[src/rtl/cp0_timer_exc.sv]
// Coprocessor-0: BadVAddr/Count/Compare/Status/Cause/EPC, timer and HW interrupts, exception/ERET redirect.
// Latency: flush and cp0_excaddr are combinational; register updates at the next edge; int_req_o one edge after Cause/Status.
// Backpressure: none; every event is taken in the cycle it is presented, and a same-cycle MTC0 loses to an exception or ERET.
module cp0_timer_exc #(
  parameter int unsigned HW_INT_NUM = 6,
  parameter int unsigned COUNT_DIV  = 2,
  parameter logic [31:0] EXC_ENTRY  = 32'hBFC00380,
  parameter logic [31:0] PC_RESET   = 32'hBFC00000
) (
  input  logic                  cpu_clk_50M,
  input  logic                  cpu_rst_n,
  input  logic                  we,
  input  logic [4:0]            waddr,
  input  logic [31:0]           wdata,
  input  logic                  re,
  input  logic [4:0]            raddr,
  output logic [31:0]           data_o,
  input  logic [HW_INT_NUM-1:0] int_i,
  input  logic [31:0]           pc_i,
  input  logic                  in_delay_i,
  input  logic [4:0]            exccode_i,
  input  logic [31:0]           badvaddr_i,
  output logic                  flush,
  output logic                  flush_im,
  output logic [31:0]           cp0_excaddr,
  output logic                  int_req_o,
  output logic [31:0]           status_o,
  output logic [31:0]           cause_o
);

  // Exception codes shared with the pipeline
  localparam logic [4:0] EXC_ADEL = 5'h04;
  localparam logic [4:0] EXC_ADES = 5'h05;
  localparam logic [4:0] EXC_NONE = 5'h10;
  localparam logic [4:0] EXC_ERET = 5'h11;

  localparam logic [4:0] A_BADVADDR = 5'd8;
  localparam logic [4:0] A_COUNT    = 5'd9;
  localparam logic [4:0] A_COMPARE  = 5'd11;
  localparam logic [4:0] A_STATUS   = 5'd12;
  localparam logic [4:0] A_CAUSE    = 5'd13;
  localparam logic [4:0] A_EPC      = 5'd14;

  localparam int unsigned DIV_W = (COUNT_DIV > 1) ? $clog2(COUNT_DIV) : 1;

  logic [31:0]      badvaddr_q, badvaddr_d;
  logic [31:0]      count_q, count_d;
  logic [31:0]      compare_q, compare_d;
  logic [31:0]      epc_q, epc_d;
  logic [7:0]       im_q, im_d;
  logic             exl_q, exl_d;
  logic             ie_q, ie_d;
  logic             bd_q, bd_d;
  logic             ti_q, ti_d;
  logic [7:0]       ip_q, ip_d;
  logic [4:0]       exc_q, exc_d;
  logic [DIV_W-1:0] div_q, div_d;
  logic             flush_im_q;
  logic             int_req_q, int_req_d;

  logic       ev, is_eret, is_exc, mtc;
  logic       wr_count, wr_compare, wr_status, wr_cause, wr_epc;
  logic       tick, cnt_upd;
  logic [1:0] ip_sw_d;
  logic [5:0] ip_hw_d;

  // Decode the event and which MTC0 write survives it
  always_comb begin
    ev         = (exccode_i != EXC_NONE);
    is_eret    = (exccode_i == EXC_ERET);
    is_exc     = ev && !is_eret;
    mtc        = we && !ev;
    wr_count   = mtc && (waddr == A_COUNT);
    wr_compare = mtc && (waddr == A_COMPARE);
    wr_status  = mtc && (waddr == A_STATUS);
    wr_cause   = mtc && (waddr == A_CAUSE);
    wr_epc     = mtc && (waddr == A_EPC);
    tick       = (div_q == DIV_W'(COUNT_DIV - 1));
  end

  // Next state: divider/Count/Compare/TI, software register writes, exception and ERET effects
  always_comb begin
    div_d   = tick ? '0 : div_q + 1'b1;
    count_d = tick ? count_q + 32'd1 : count_q;
    cnt_upd = tick;
    if (wr_count) begin
      count_d = wdata;
      div_d   = '0;
      cnt_upd = 1'b1;
    end
    compare_d = wr_compare ? wdata : compare_q;
    ti_d = ti_q;
    if (wr_compare) begin
      ti_d = 1'b0;
    end else if (cnt_upd && (count_d == compare_q)) begin
      ti_d = 1'b1;
    end

    im_d       = wr_status ? wdata[15:8] : im_q;
    exl_d      = wr_status ? wdata[1] : exl_q;
    ie_d       = wr_status ? wdata[0] : ie_q;
    ip_sw_d    = wr_cause ? wdata[9:8] : ip_q[1:0];
    epc_d      = wr_epc ? wdata : epc_q;
    bd_d       = bd_q;
    exc_d      = exc_q;
    badvaddr_d = badvaddr_q;

    if (is_exc) begin
      // A nested exception keeps the original return point
      if (!exl_q) begin
        epc_d = in_delay_i ? pc_i - 32'd4 : pc_i;
        bd_d  = in_delay_i;
      end
      exl_d = 1'b1;
      exc_d = exccode_i;
      if ((exccode_i == EXC_ADEL) || (exccode_i == EXC_ADES)) begin
        badvaddr_d = badvaddr_i;
      end
    end else if (is_eret) begin
      exl_d = 1'b0;
    end
  end

  // Hardware interrupt pending bits resampled every cycle; the timer shares the top line
  always_comb begin
    ip_hw_d = '0;
    for (int i = 0; i < int'(HW_INT_NUM); i++) begin
      ip_hw_d[i] = int_i[i];
    end
    ip_hw_d[5] = ip_hw_d[5] | ti_d;
    ip_d       = {ip_hw_d, ip_sw_d};
    int_req_d  = ie_q & ~exl_q & (|(ip_q & im_q));
  end

  // State registers with synchronous active-low reset
  always_ff @(posedge cpu_clk_50M) begin
    if (!cpu_rst_n) begin
      badvaddr_q <= '0;
      count_q    <= '0;
      compare_q  <= '0;
      epc_q      <= '0;
      im_q       <= '0;
      exl_q      <= 1'b0;
      ie_q       <= 1'b0;
      bd_q       <= 1'b0;
      ti_q       <= 1'b0;
      ip_q       <= '0;
      exc_q      <= EXC_NONE;
      div_q      <= '0;
      flush_im_q <= 1'b0;
      int_req_q  <= 1'b0;
    end else begin
      badvaddr_q <= badvaddr_d;
      count_q    <= count_d;
      compare_q  <= compare_d;
      epc_q      <= epc_d;
      im_q       <= im_d;
      exl_q      <= exl_d;
      ie_q       <= ie_d;
      bd_q       <= bd_d;
      ti_q       <= ti_d;
      ip_q       <= ip_d;
      exc_q      <= exc_d;
      div_q      <= div_d;
      flush_im_q <= ev;
      int_req_q  <= int_req_d;
    end
  end

  // Architectural views, flush and redirect target
  always_comb begin
    status_o  = {9'b0, 1'b1, 6'b0, im_q, 6'b0, exl_q, ie_q};
    cause_o   = {bd_q, ti_q, 14'b0, ip_q, 1'b0, exc_q, 2'b0};
    flush_im  = flush_im_q;
    int_req_o = int_req_q;
    flush     = cpu_rst_n && ev;
    if (!cpu_rst_n) begin
      cp0_excaddr = PC_RESET;
    end else if (!ev) begin
      cp0_excaddr = '0;
    end else if (is_eret) begin
      // A same-cycle MTC0 to EPC is forwarded to the return target
      cp0_excaddr = (we && (waddr == A_EPC)) ? wdata : epc_q;
    end else begin
      cp0_excaddr = EXC_ENTRY;
    end
  end

  // MFC0 read mux; returns the pre-write value of a register written this cycle
  always_comb begin
    data_o = '0;
    if (cpu_rst_n && re) begin
      case (raddr)
        A_BADVADDR: data_o = badvaddr_q;
        A_COUNT:    data_o = count_q;
        A_COMPARE:  data_o = compare_q;
        A_STATUS:   data_o = status_o;
        A_CAUSE:    data_o = cause_o;
        A_EPC:      data_o = epc_q;
        default:    data_o = '0;
      endcase
    end
  end

endmodule

[config.mk]
export PLATFORM = sky130hd
export DESIGN_NAME = cp0_timer_exc
export DESIGN_NICKNAME = d
export VERILOG_FILES = /design/src/rtl/cp0_timer_exc.sv
export SDC_FILE = /design/constraint.sdc
export NUM_CORES = 1
export LEC_CHECK = 0
export CAP_MARGIN = 20
export CORE_MARGIN = 3
export CORE_UTILIZATION = 40
export CTS_CLUSTER_SIZE = 24
export DETAILED_ROUTE_END_ITERATION = 6
export PLACE_DENSITY = 0.7
export SLEW_MARGIN = 0
export SYNTH_ARGS = -nofsm -noshare
export SYNTH_HDL_FRONTEND = slang
export SYNTH_SLANG_ARGS = --single-unit
[constraint.sdc]
create_clock -name cpu_clk_50M -period 3.4 [get_ports cpu_clk_50M]
set_clock_uncertainty 0.05 [all_clocks]
set_input_delay 0.51 -clock cpu_clk_50M [delete_from_list [all_inputs] [get_ports cpu_clk_50M]]
set_output_delay 0.51 -clock cpu_clk_50M [all_outputs]
set_load 0.005 [all_outputs]
==> run_results.csv <==
group,metric,value,unit
outcome,status,"finished, violations left",
outcome,violations,"design-rule violations",
sta,grt_setup_unrepaired,"true",
finish,areaGrowthSynthToFinish,37.65,%
grt,grt_use_met3,0.06019,
floorplanning,die_w,162.2,um
critical_path,endpoint_kind,"output pin",
critical_path,worstPathRequired,2.84,ns
flow_run,drv_cap,0,
worst_hold_path,hold_class,"register to register",
synth,syn_area_per_cell,7.443,um^2
clock_tree,cts_sinks,156,
floorplanning,die_h,162.2,um
clock_tree,cts_tree,"yes",
grt,grtUsageMet2,0.4549,
grt,grt_pass1_vias,10190,
grt,grt_pass1_wl,58.79,mm
route,drt_pass1_iterations,7,
grt,busiest_layer,"met2",
floorplanning,die_area,26310,um^2
sta,max_freq,295.6,MHz
grt,antenna_found_initial,2,
synth,ys.flop_type,"dfxtp_1",
route,routed_wl,39.70,mm
grt,grt.met1_usage,0.3874,
sta,slew_viol_final,0,
critical_path,critical_path_buf_inv_count,5,
finish,nets,1681,
finish,drive_gt1_frac,0.1192,
floorplanning,io_pins,253,
critical_path,cp_num_cells,9,
critical_path,critical_path.max_stage_delay,0.55,ns
clock_tree,path_clk_slew,0.06,ns
clock_tree,cts_root_buf,"clkbuf_16",
route,via_count,10890,
synth,netlist_area,9758,um^2
sta,final-hold-violation-count,0,
sta,slew_headroom,0.3902,
synth,yosysWarnings,0,
route,drcViolationCount,3,
place,port-buffer-count,213,
synth,synthCells,1311,
clock_tree,insertion_delay,0.43,ns
place,dp_hpwl,29.89,mm
pwr,p_leak,4.776,nW
sta,period_share,0.9951,
clock_tree,ctsHtreeMaxLevel,4,
floorplanning,initial_utilization,0.4108,
sta,min_period,3.383,ns
critical_path,critPathSlowestCell,"clkdlybuf4s50_1",
place,place_congestion,1.004,
synth,ys_seq_area_frac,0.3200,
synth,synth_enable_flop_cells,0,
route,first_iter_violations,1404,
critical_path,cp_common_cell,"clkdlybuf4s50_1",
critical_path,r2r_cells,9,
grt,grt_use_total,0.2881,
synth,synthArstFlopShare,0,
critical_path,critical_path_class,"primary input to output pin",
floorplanning,rows,56,
critical_path,worstPathCellList,"clkdlybuf4s50_1 -> buf_4 -> nand4b_1 -> nor3_4 -> clkbuf_16 -> buf_12 -> mux2i_1 -> o21ai_0 -> clkdlybuf4s50_1",
critical_path,critPathLaunchType,"primary input",
sta,worst_slew_pin_slew,0.9147,ns
worst_hold_path,holdPathStages,2,
clock_tree,cts_buffers,17,
synth,ys_ff_latch,156,
clock_tree,hold_buffers,0,
critical_path,cp_data_arrival_time,2.82,ns
critical_path,cp_max_fo,11,
pwr,finalPower,4.577,mW
grt,overflow,0,
pwr,power_density,340.8,nW/um^2
route,ant_nets,0,
grt,grt_max_degree,82,
pwr,peakVddDrop,0.2782,mV
critical_path,crit_family,"buffers and inverters",
floorplanning,coreArea,23750,um^2
sta,setup_viol_count_final,0,
synth,synth.distinct_cells,64,
finish,post-route-util,0.5655,
clock_tree,clk_path_buf_depth,2,
route,via_per_inst,5.762,
route,routedWlPerCell,21.00,um
[Yosys cell counts (14+ instances only)]
cell type / count / area (um^2)
xor2_1: 27 / 236.5
dfxtp_1: 156 / 3123
a211oi_1: 30 / 225.2
xnor2_1: 63 / 551.8
mux2_2: 14 / 157.7
nor3_1: 21 / 105.1
a21oi_1: 108 / 540.5
clkbuf_1: 88 / 330.3
buf_4: 44 / 330.3
o21ai_0: 34 / 170.2
nor4_1: 19 / 118.9
a221oi_1: 32 / 280.3
nand4_1: 19 / 118.9
inv_1: 15 / 56.30
nor2_1: 152 / 570.6
mux2i_1: 59 / 590.6
a311oi_1: 23 / 201.4
nand2_1: 249 / 934.7
nand3_1: 33 / 165.2
[through the flow]
stage	std cells	area, um^2	hold slack (ns)	setup TNS (ns)	worst slack [ns]
global placement	1851	12660	0.3927	-1.254	-0.5233
floorplan	1348	9897	0.3861	0	0.2376
global route	1890	13430	0.4186	-0.3258	-0.04386
detailed placement	1851	12660	0.3967	-1.646	-0.5556
CTS	1882	13290	0.4057	0	0.007723
finish	1890	13430	0.4065	0	0.01670
[worst min-delay path, stage by stage (launching register included)]
cell and delay (ns):
dfxtp_1 0.31, nand2_1 0.05, a21oi_1 0.05
[layout by cell type (no fill, tap or decap), drive strengths merged, types with 7 or more instances in the layout]
cell / instances
nor3: 21
xor2: 27
clkdlybuf4s50: 207
nor2: 152
mux2i: 60
nand4: 19
xnor2: 63
mux2: 14
nor4: 19
a211oi: 30
clkbuf: 20
a221oi: 32
conb: 39
nand2: 249
nand3: 33
dfxtp: 156
a22oi: 10
buf: 113
and2: 10
a311oi: 23
a21oi: 108
o21ai: 35
and3: 7
inv: 17
[layout make-up]
class,count,area (um^2)
fillers,2179,10320
clock inverters,12,171.4
well taps,319,399.1
flip-flops and latches,156,3123
inverters,16,62.56
multi-input cells,1040,6150
clock buffers,19,432.9
repair buffers,326,3088
diodes,2,5.005
[path summary, 6_finish.rpt]
| kind | slack [ns] | end | from |
|---|---|---|---|
| worst max-delay path | 0.02 | cp0_excaddr[25] | waddr[2] |
| worst min-delay path | 0.41 | badvaddr_q[21]$_SDFFE_PN0P_ | badvaddr_q[21]$_SDFFE_PN0P_ |
| worst max register to register | 0.31 | ip_q[7]$_SDFF_PN0_ | count_q[1]$_SDFF_PN0_ |
| worst min register to register | 0.41 | badvaddr_q[21]$_SDFFE_PN0P_ | badvaddr_q[21]$_SDFFE_PN0P_ |
[sequential cells by signal, indices dropped and copies added (netlist names), 5 cells and up]
name	flops
ip_q	8
compare_q	32
badvaddr_q	32
epc_q	32
im_q	8
exc_q	5
count_q	32
[layer usage]
| layer | up-vias | share of wire |
|---|---|---|
| met5 | - | 0 |
| met2 | 663 | 0.45 |
| met4 | 0 | 0.042 |
| met3 | 105 | 0.10 |
| met1 | 5090 | 0.41 |
| li1 | 5032 | - |
[timing repair]
item,in CTS,in global routing
buffers inserted,0,5
pin swaps,0,5
resized for setup,7,23
endpoints found under the setup margin,19,23
gates cloned,0,1
[cell families (layout without fill, tap and decap cells)]
group / after synthesis / count (layout) / synth area share
simple gates: 556 / 556 / 0.2535
compound gates: 278 / 278 / 0.1864
flops: 156 / 156 / 0.3200
buf+inv: 152 / 373 / 0.07552
xor+xnor: 91 / 91 / 0.08309
mux: 74 / 74 / 0.07809
fa+ha+maj: 2 / 2 / 0.002564
other cells: 2 / 41 / 0.0007696
[where the power goes]
group	internal, mW	switching (mW)
Sequential	1.88	0.0549
Combinational	0.309	0.316
Clock	1.22	0.793
Note: power is estimated with default switching activity, not from simulation.
